File: config.mk
export PLATFORM = sky130hd
export DESIGN_NAME = gtx_frame_rx_flat
export DESIGN_NICKNAME = d
export VERILOG_FILES = /design/src/rtl/gtx_frame_rx_pkg.sv /design/src/rtl/gtx_frame_rx_if.sv /design/src/rtl/gtx_frame_rx_link_lock.sv /design/src/rtl/gtx_frame_rx.sv /design/src/flat_wrapper.sv
export SDC_FILE = /design/constraint.sdc
export NUM_CORES = 1
export LEC_CHECK = 0
export ABC_AREA = 1
export BUFFER_PORTS_ARGS = -buffer_cell sky130_fd_sc_hd__buf_2
export CAP_MARGIN = 20
export CORE_MARGIN = 3
export CORE_UTILIZATION = 45
export DETAILED_ROUTE_END_ITERATION = 16
export GPL_TIMING_DRIVEN = 0
export PLACE_DENSITY = 0.79
export SETUP_SLACK_MARGIN = 0.2
export SKIP_LAST_GASP = 1
export SLEW_MARGIN = 0
export SYNTH_ARGS = -nofsm -noshare
export SYNTH_HDL_FRONTEND = slang
export SYNTH_HIERARCHICAL = 1
export SYNTH_SLANG_ARGS = --single-unit
export TNS_END_PERCENT = 20
File: constraint.sdc
create_clock -name clk_i -period 1.76 [get_ports clk_i]
set_input_delay 0.264 -clock clk_i [delete_from_list [all_inputs] [get_ports clk_i]]
set_output_delay 0.264 -clock clk_i [all_outputs]
set_load 0.01 [all_outputs]
File: src/rtl/gtx_frame_rx_pkg.sv
// Shared constants and state types for the GTX receive deframer.
package gtx_pkg;

    localparam logic [7:0] K28_5     = 8'hBC;
    localparam logic [1:0] CTRL_HDR  = 2'b01;
    localparam logic [1:0] CTRL_DATA = 2'b00;

    typedef enum logic {
        HUNT    = 1'b0,
        PAYLOAD = 1'b1
    } frame_state_t;

    typedef enum logic {
        UNLOCKED = 1'b0,
        LOCKED   = 1'b1
    } lock_state_t;

    // Number of 16-bit link words needed to carry a payload of the given width.
    function automatic int words_for(input int width);
        return (width + 15) / 16;
    endfunction

endpackage

File: src/rtl/gtx_frame_rx_if.sv
// Receive-side bundle between the GTX wrapper (master) and the deframer (slave).
interface gtx_frame_rx_if #(
    parameter int DATA_WIDTH = 2
);
    logic [1:0]            ctrl_i;
    logic [15:0]           data_i;
    logic [DATA_WIDTH-1:0] data_o;
    logic                  valid_o;
    logic                  lock_o;
    logic [15:0]           err_cnt_o;

    modport master (
        output ctrl_i, data_i,
        input  data_o, valid_o, lock_o, err_cnt_o
    );

    modport slave (
        input  ctrl_i, data_i,
        output data_o, valid_o, lock_o, err_cnt_o
    );
endinterface

File: src/rtl/gtx_frame_rx_link_lock.sv
// Link lock tracker: counts consecutive good/bad frame strobes.
//
//   state    | meaning
//   ---------+-----------------------------------------------------------
//   UNLOCKED | counting consecutive good frames toward LOCK_CNT
//   LOCKED   | counting consecutive bad frames toward UNLOCK_CNT
//
// lock_d_o is the lock value that will be registered at the next edge; the
// deframer uses it to release data on the very frame that achieves lock.
module link_lock
    import gtx_pkg::*;
#(
    parameter int LOCK_CNT   = 4,
    parameter int UNLOCK_CNT = 3
) (
    input  logic clk_i,
    input  logic rst_i,
    input  logic good_i,
    input  logic bad_i,
    output logic lock_o,
    output logic lock_d_o
);

    lock_state_t state_q;
    logic [3:0]  good_cnt_q;
    logic [3:0]  bad_cnt_q;
    logic        lock_q;

    assign lock_d_o = (state_q == LOCKED)
                    ? !(bad_i && (bad_cnt_q == 4'(UNLOCK_CNT - 1)))
                    : (good_i && (good_cnt_q == 4'(LOCK_CNT - 1)));
    assign lock_o   = lock_q;

    // Lock FSM with its run counters and registered lock output.
    always_ff @(posedge clk_i or posedge rst_i) begin
        if (rst_i) begin
            state_q    <= UNLOCKED;
            good_cnt_q <= '0;
            bad_cnt_q  <= '0;
            lock_q     <= 1'b0;
        end else begin
            lock_q <= lock_d_o;
            case (state_q)
                UNLOCKED: begin
                    if (good_i) begin
                        if (lock_d_o) begin
                            state_q    <= LOCKED;
                            good_cnt_q <= '0;
                            bad_cnt_q  <= '0;
                        end else begin
                            good_cnt_q <= good_cnt_q + 4'd1;
                        end
                    end else if (bad_i) begin
                        good_cnt_q <= '0;
                    end
                end
                LOCKED: begin
                    if (good_i) begin
                        bad_cnt_q <= '0;
                    end else if (bad_i) begin
                        good_cnt_q <= '0;
                        if (!lock_d_o) begin
                            state_q   <= UNLOCKED;
                            bad_cnt_q <= '0;
                        end else begin
                            bad_cnt_q <= bad_cnt_q + 4'd1;
                        end
                    end
                end
                default: state_q <= UNLOCKED;
            endcase
        end
    end

endmodule

File: src/rtl/gtx_frame_rx.sv
// Receive deframer for the 8b/10b GTX link (rxusrclk2 domain).
// Frame: K28.5 header carrying a sequence byte, then ceil(DATA_WIDTH/16)
// payload words, LSB word first.
// Optional build macro GTX_FRAME_RX_SEQ_CHECK_EN enables sequence checking.
//
//   state   | meaning
//   --------+-----------------------------------------------------------
//   HUNT    | waiting for a header; all other words ignored silently
//   PAYLOAD | collecting payload words; a header here resyncs
module gtx_frame_rx
    import gtx_pkg::*;
#(
    parameter int DATA_WIDTH = 2,
    parameter int LOCK_CNT   = 4,
    parameter int UNLOCK_CNT = 3
) (
    input  logic              clk_i,
    input  logic              rst_i,
    gtx_frame_rx_if.slave     rx
);

    localparam int NW = words_for(DATA_WIDTH);

    frame_state_t          state_q;
    logic [DATA_WIDTH-1:0] data_q;
    logic                  valid_q;
    logic [15:0]           err_cnt_q;

    logic            is_hdr;
    logic            is_data;
    logic            last_word;
    logic            seq_ok;
    logic            good;
    logic            bad;
    logic            hdr_take;
    logic            word_store;
    logic            lock;
    logic            lock_d;
    logic [NW*16-1:0] frame_w;

    assign is_hdr  = (rx.ctrl_i == CTRL_HDR) && (rx.data_i[7:0] == K28_5);
    assign is_data = (rx.ctrl_i == CTRL_DATA);

    // Classify the incoming word against the current framing state.
    always_comb begin
        good       = 1'b0;
        bad        = 1'b0;
        hdr_take   = 1'b0;
        word_store = 1'b0;
        case (state_q)
            HUNT: hdr_take = is_hdr;
            PAYLOAD: begin
                if (is_data) begin
                    if (last_word) begin
                        good = seq_ok;
                        bad  = !seq_ok;
                    end else begin
                        word_store = 1'b1;
                    end
                end else begin
                    // A header here both ends the current frame as bad and starts the next one.
                    bad      = 1'b1;
                    hdr_take = is_hdr;
                end
            end
            default: ;
        endcase
    end

    // The final word is never stored; it is spliced straight from the bus.
    if (NW > 1) begin : g_multi
        localparam int IDXW = $clog2(NW);
        logic [IDXW-1:0]      idx_q;
        logic [16*(NW-1)-1:0] lo_q;

        // Word index and storage for all but the last payload word.
        always_ff @(posedge clk_i or posedge rst_i) begin
            if (rst_i) begin
                idx_q <= '0;
                lo_q  <= '0;
            end else if (hdr_take) begin
                idx_q <= '0;
            end else if (word_store) begin
                lo_q[idx_q*16 +: 16] <= rx.data_i;
                idx_q                <= idx_q + 1'b1;
            end
        end

        assign last_word = (idx_q == IDXW'(NW - 1));
        assign frame_w   = {rx.data_i, lo_q};
    end else begin : g_single
        assign last_word = 1'b1;
        assign frame_w   = rx.data_i;
    end

`ifdef GTX_FRAME_RX_SEQ_CHECK_EN
    logic [7:0] seq_q;
    logic [7:0] ref_q;
    logic       ref_vld_q;

    assign seq_ok = !ref_vld_q || (seq_q == ref_q + 8'd1);

    // Track the current frame's sequence and the last good frame's as reference.
    always_ff @(posedge clk_i or posedge rst_i) begin
        if (rst_i) begin
            seq_q     <= '0;
            ref_q     <= '0;
            ref_vld_q <= 1'b0;
        end else begin
            if (hdr_take) begin
                seq_q <= rx.data_i[15:8];
            end
            if (good) begin
                ref_q     <= seq_q;
                ref_vld_q <= 1'b1;
            end else if (bad) begin
                ref_vld_q <= 1'b0;
            end
        end
    end
`else
    assign seq_ok = 1'b1;
`endif

    logic unused_bits;
    assign unused_bits = ^{frame_w, rx.data_i[15:8], word_store};

    link_lock #(
        .LOCK_CNT   (LOCK_CNT),
        .UNLOCK_CNT (UNLOCK_CNT)
    ) u_link_lock (
        .clk_i    (clk_i),
        .rst_i    (rst_i),
        .good_i   (good),
        .bad_i    (bad),
        .lock_o   (lock),
        .lock_d_o (lock_d)
    );

    // Deframe FSM plus registered data, valid pulse and saturating error count.
    always_ff @(posedge clk_i or posedge rst_i) begin
        if (rst_i) begin
            state_q   <= HUNT;
            data_q    <= '0;
            valid_q   <= 1'b0;
            err_cnt_q <= '0;
        end else begin
            valid_q <= good && lock_d;
            if (good && lock_d) begin
                data_q <= frame_w[DATA_WIDTH-1:0];
            end
            if (bad && (err_cnt_q != 16'hFFFF)) begin
                err_cnt_q <= err_cnt_q + 16'd1;
            end
            case (state_q)
                HUNT:    if (hdr_take) state_q <= PAYLOAD;
                PAYLOAD: if ((good || bad) && !hdr_take) state_q <= HUNT;
                default: state_q <= HUNT;
            endcase
        end
    end

    assign rx.data_o    = data_q;
    assign rx.valid_o   = valid_q;
    assign rx.lock_o    = lock;
    assign rx.err_cnt_o = err_cnt_q;

endmodule
File: src/flat_wrapper.sv
// flat-port wrapper written by rule: the top's interface ports become plain ports
module gtx_frame_rx_flat import gtx_pkg::*;
#(
    parameter int DATA_WIDTH = 2,
    parameter int LOCK_CNT   = 4,
    parameter int UNLOCK_CNT = 3
)
  (clk_i, rst_i, rx_ctrl_i, rx_data_i, rx_data_o, rx_valid_o, rx_lock_o, rx_err_cnt_o);
  gtx_frame_rx_if #(.DATA_WIDTH(DATA_WIDTH)) rx_i ();
  input  logic clk_i;
  input  logic rst_i;
  input wire logic [$bits(rx_i.ctrl_i)-1:0] rx_ctrl_i;
  input wire logic [$bits(rx_i.data_i)-1:0] rx_data_i;
  output wire logic [$bits(rx_i.data_o)-1:0] rx_data_o;
  output wire logic [$bits(rx_i.valid_o)-1:0] rx_valid_o;
  output wire logic [$bits(rx_i.lock_o)-1:0] rx_lock_o;
  output wire logic [$bits(rx_i.err_cnt_o)-1:0] rx_err_cnt_o;
  assign rx_i.ctrl_i = rx_ctrl_i;
  assign rx_i.data_i = rx_data_i;
  assign rx_data_o = rx_i.data_o;
  assign rx_valid_o = rx_i.valid_o;
  assign rx_lock_o = rx_i.lock_o;
  assign rx_err_cnt_o = rx_i.err_cnt_o;
  gtx_frame_rx #(.DATA_WIDTH(DATA_WIDTH), .LOCK_CNT(LOCK_CNT), .UNLOCK_CNT(UNLOCK_CNT)) u_core (.clk_i(clk_i), .rst_i(rst_i), .rx(rx_i));
endmodule
After elaboration in Yosys (flattened, before gate mapping)
Cells that the tools add are included.
- register bits: 30
- bits in latches: 0
- memory bits (writable): 0
- bits in read-only memories: 0
- bits of input ports: 20
- output and inout port bits: 20
- logic and storage cells: 59
- memories kept: 0
- $add $sub $neg: 3
- $mul: 0
- div/mod/pow operators: 0
- order comparisons: 0
- eq/ne operators: 9
- shift operators: 0
- muxes and demuxes: 26
- bitwise gates (word level): 2
- reduce and logical (&&, ||, !) cells: 11
- operators by type and width (kind ; count):
    4-bit two-way mux ; 9
    16-bit by 1-bit adder with 16-bit output, second input constant ; 1
    16-bit inequality test, second input constant ; 1
    4-bit one-hot mux with 2 select lines ; 2
    1-bit two-way mux ; 12
    4-bit by 1-bit adder with 4-bit output, second input constant ; 2
    4-bit by 2-bit == test with 1-bit output, second input constant ; 2
    8-bit == test, second input constant ; 1
    1-bit logical AND ; 6
    1-bit one-hot mux with 2 select lines ; 3
    2-bit by 1-bit inequality test with 1-bit output, second input constant ; 2
    3-bit by 1-bit inequality test with 1-bit output, second input constant ; 1
    3-bit AND reduction ; 1
    2-bit by 1-bit == test with 1-bit output, second input constant ; 1
    1-bit zero test ; 2
    2-bit zero test ; 1
    2-bit inequality test, second input constant ; 1
    1-bit inverter ; 2
    1-bit logical OR ; 1

Longest topological paths before layout
- word-level depth: 10
- gate-level depth with buffers: 12
- gate-level depth less buffers: 12

By module
The synthesis kept the hierarchy.
- modules (own cells, without submodules) (module ; times used ; cells an instance ; area an instance (sq um)):
    gtx_frame_rx ; 1 ; 164 ; 1179.9
    link_lock ; 1 ; 72 ; 559.3

Least setup slack after synthesis
No wires, ideal clock.
- kind: reg-to-reg
- start point: reg u_core.err_cnt_q[0], in the netlist u_core/rx.err_cnt_o[0]
- end point: reg u_core.err_cnt_q[3], in the netlist u_core/rx.err_cnt_o[3]
- setup time: 0.117 ns
- data arrival time: 1.487 ns
- data required time: 1.643 ns
- setup slack: 0.156 ns
- stages on the path, launching flop included: 10
- buffers on the path: 1
- clock period less this slack: 1.604 ns
- cells stage by stage: dfrtp_1 -> ha_1 -> inv_1 -> nor2_2 -> nand2_2 -> o21ai_4 -> inv_2 -> buf_6 -> nand2_1 -> nand2_1
- longest elaborated chain between the ends: 2
- elaborated cells between the ends (all ways): 3
- classes of those cells: add/sub: 1; eq/ne: 1; reduce/logical: 1
- ends and longest elaborated chain (what ; line ; RTL):
    start: declaration ; gtx_frame_rx.sv:27 ; logic [15:0] err_cnt_q;
    start signal: assignment ; gtx_frame_rx.sv:153 ; err_cnt_q <= err_cnt_q + 16'd1;
    branches (longest 2 deep; another with 16-bit by 1-bit adder with 16-bit output) ; n/a ;
Parallel ways; which one is timed is not known.
A chain may end at the register's enable or synchronous reset.

Worst setup path in the final report
- start point: reg u_core.err_cnt_q[1], in the netlist u_core/rx.err_cnt_o[1]
- end point: reg u_core.err_cnt_q[10], in the netlist u_core/rx.err_cnt_o[10]
Same word-level chain as after synthesis.

==> metrics.md <==
| Metric | Value |
|---|---|
| Status | `completed` |
| Synthesized area per cell | `7.37 µm²` |
| Yosys warning total | `6` |
| Synth Net Count | `260` |
| Avg WL per Cell | `11.9 µm` |
| CP max FO | `10` |
| P_sw | `291 µW` |
| Slew Limit Headroom | `48.9%` |
| # setup viols final | `0` |
| Port Buf Inserts | `31` |
| Via-to-Cell Ratio | `roughly 5.0` |
| Core footprint | `3520 µm²` |
| Synth Cell Area | `1740 µm²` |
| Clock slew at reported path FFs | `60 ps` |
| Mapped Cells | `between 200 and 250` |
| Proportion of synthesized area in mux cells | `0%` |
| CTS tree | `built` |
| Worst Hold Path EP | `u_core/state_q` |
| RSZ-0062 raised after global routing | `true` |
| Flop-to-flop setup slack | `250 ps` |
| Root Driver | `clkbuf_8` |
| Setup Skew | `2.90 ps` |
| Layout cells sized above 1 | `29.0%` |
| Xor/xnor share of the synthesized area | `4.53%` |
| Final WL | `3990 µm` |
| ANT cells | `0` |
| Slew @ Worst Pin | `766 ps` |
| Critical register-to-register path endpoint | `u_core/rx.err_cnt_o[10]` |
| Die W | `68.2 µm` |
| Via Count | `1670` |
| Synth area leaders | `dfrtp_1, nand2_1, inv_1` |
| # IOs | `40` |
| Switching Fraction | `between 20 and 25%` |
| Grt total ovfl | `0` |
| Final worst setup slack | `248 ps` |
| H-tree Lvls | `2` |
| Seq cells post-synth | `30` |
| Place WS | `-62.5 ps` |
| Worst r2r src | `u_core/rx.err_cnt_o[1]` |
| Startpoint types | `flip-flop` |
| Final Net Count | `313` |
| Most Frequent Cell on Critical Path | `nand2_1` |
| CP Class | `flip-flop to flip-flop` |
| HP Class | `input pin to flip-flop` |
| Largest net degree at the start of global routing | `21` |
| Clk_lat worst skew | `280 ps` |
| Max cap viols | `0` |
| CTS max path bufs | `2` |
| # DRC | `0` |
| CTS Buf Count | `5` |
| Placed insts | `313` |
| Final Hold Viols | `0` |
| Largest family of logic cells by synthesized area | `simple AND/OR/NAND/NOR gates` |
| Cell count of the worst hold path | `2` |
| Initial Utilization | `just under 50%` |
| Tot GR Track Use | `between 15 and 20%` |
| Post-synthesis cell type count | `23` |
| Top cell type's share of synthesized area | `between 40 and 50%` |
| Comb power frac | `4.0%` |
| Vias in the first global route | `1529` |
| CP Capture Type | `flip-flop` |
| Min Tclk post-route | `1510 ps` |
| Leak | `1.12 nW` |
| Internal power | `between 1 and 1.5 mW` |
| Initial antenna violation count | `0` |
| Slew Viols, Final | `0` |
| R2R depth | `9` |
| Total power draw | `1.32 mW` |
| Commonest cells after routing, fill and taps aside | `nand2_1, buf_2, inv_1, dfrtp_1, nor2_1` |
| Post-Synth Simple-Gate Area | `36.5%` |
| Register share of total power | `a little over half` |
| P per Cell Area | `595 nW/µm²` |
| HPWL Detailed | `2830 µm` |
| Detail Route Antenna Nets | `0` |
| CP cell instances | `ha_4 -> inv_1 -> nor2_2 -> nand2_2 -> o21ai_4 -> buf_12 -> buf_6 -> nand2_1 -> nand2_1` |
| Post-synthesis compound-gate area fraction | `around 5.1%` |
| Critical Path RT | `1970 ps` |
| Fin util | `a little over three fifths` |
| VDD IR-drop max | `roughly 0.53 mV` |
| Adder-Cell Fraction of Synth Area | `2.88%` |
| Layout area overhead | `27.7%` |
| Die Ht | `about 68 µm` |
| Share of power burned in the clock network | `42.9%` |
| Row cnt | `21` |
| Sequential area share after synthesis | `43.2%` |
| Initial DRC count | `125` |
| # clock sinks | `30` |
| First-pass GRT wire length | `approximately 6700 µm` |
| Area leader, netlist | `dfrtp_1` |
| CP Data Arrival Time | `between 1500 and 2000 ps` |
| Hold path start | `rx_data_i[1]` |
| Die area | `4650 µm²` |
| Drt first pass iters | `4` |
| Crit-path max cell delay | `420 ps` |
| Final GP Congestion | `0.873` |
| Most common cell after layout, fill and taps aside | `nand2_1` |
| Final period util | `85.9%` |
| Fmax | `0.661 GHz` |
| Finished Layout Cells | `~340` |
| Critical-path top delay cell | `dfrtp_2` |
-- kinds of logic after synthesis --
family / count (synthesis)
flip-flops: 30
XOR/XNOR: 9
buffers and inverters: 32
AND/OR/NAND/NOR: 147
AO/OA/AOI/OAI: 14
adder cells (fa/ha/maj): 4
-- flip-flops by register name, summed over array words and instances, names as in the netlist --
register                       flops
u_core/u_link_lock/lock_o          1
u_core/state_q                     1
u_core/rx.err_cnt_o               16
u_core/rx.valid_o                  1
u_core/u_link_lock/good_cnt_q      4
u_core/rx.data_o                   2
u_core/u_link_lock/bad_cnt_q       4
u_core/u_link_lock/state_q         1
-- worst max-delay path: cells and delay by family (launching register included) --
kind            cells  cell delay (ps)
flops               1              420
simple gates        4              340
buf+inv             3              320
compound gates      1              200
fa+ha+maj           1              170
-- repair_timing --
action                                  in CTS  in global routing
setup buffers                                0                 14
gates cloned                                 0                  0
hold buffers                                 1                  0
endpoints found under the setup margin      14                 18
gates resized for setup                      2                 14
hold endpoints to repair                    10                  0
pin swaps                                    1                  7
-- routing by layer --
metal	GRT usage, %	vias up	wire length (µm)
met3	5.91	5	230
met5	0	-	0
met4	4.47	0	32
met2	30.1	43	1850
li1	-	847	-
met1	26.6	775	1870
-- cell type report --
type / instances / area, µm²
plain buffers: 2 / 22.5
clock buffers: 7 / 86.3
clock inverters: 1 / 5.00
fillers: 324 / 1300
inverters: 30 / 113
multi-input cells: 174 / 897
flip-flops and latches: 30 / 757
well taps: 46 / 57.6
repair buffers: 46 / 283
-- worst max-delay path by stage --
stage | start | to | slack (ps) | cells past startpoint
floorplan | u_core/rx.err_cnt_o[1] | u_core/rx.err_cnt_o[3] | 220 | 9
global placement | rx_ctrl_i[1] | u_core/rx.data_o[1] | -60 | 12
detailed placement | rx_ctrl_i[1] | u_core/rx.data_o[1] | -60 | 12
CTS | u_core/rx.err_cnt_o[1] | u_core/rx.err_cnt_o[10] | 80 | 9
global route | u_core/rx.err_cnt_o[9] | u_core/rx.err_cnt_o[9] | 150 | 8
finish | u_core/rx.err_cnt_o[1] | u_core/rx.err_cnt_o[10] | 250 | 9
-- power groups by stage --
stage	logic (mW)	clock network [mW]	registers (mW)
after global routing	0.0610	0.619	0.702
after CTS	0.0497	0.581	0.701
after global placement	0.0454	0	0.714
after floorplan	0.0227	0	0.714
final	0.0531	0.567	0.702
after detailed placement	0.0473	0	0.714
-- Yosys cell counts --
cell type and n:
nand2_1 84, dfrtp_1 30, inv_1 28, nor2_1 25
nand3_1 14, nand4_1 11, o21ai_0 8, nand2_2 7
xnor2_1 6, ha_1 4, xor2_1 3, buf_6 2
inv_2 2, nor2_2 2, o21ai_1 2, a21oi_2 1
a22oi_1 1, and2b_2 1, nor2_4 1, nor3_1 1
nor4_1 1, o21ai_4 1, o22ai_1 1
-- stage by stage --
| step | TNS [ps] | area, µm² | hold slack, ps |
|---|---|---|---|
| final | 0 | 2220 | 163 |
| after global routing | 0 | 2220 | 146 |
| after CTS | 0 | 2060 | 160 |
| after detailed placement | -62.5 | 1960 | 274 |
| after global placement | -62.5 | 1960 | 280 |
| after floorplan | 0 | 1740 | 104 |
Note: power is estimated with default switching activity, not from simulation.
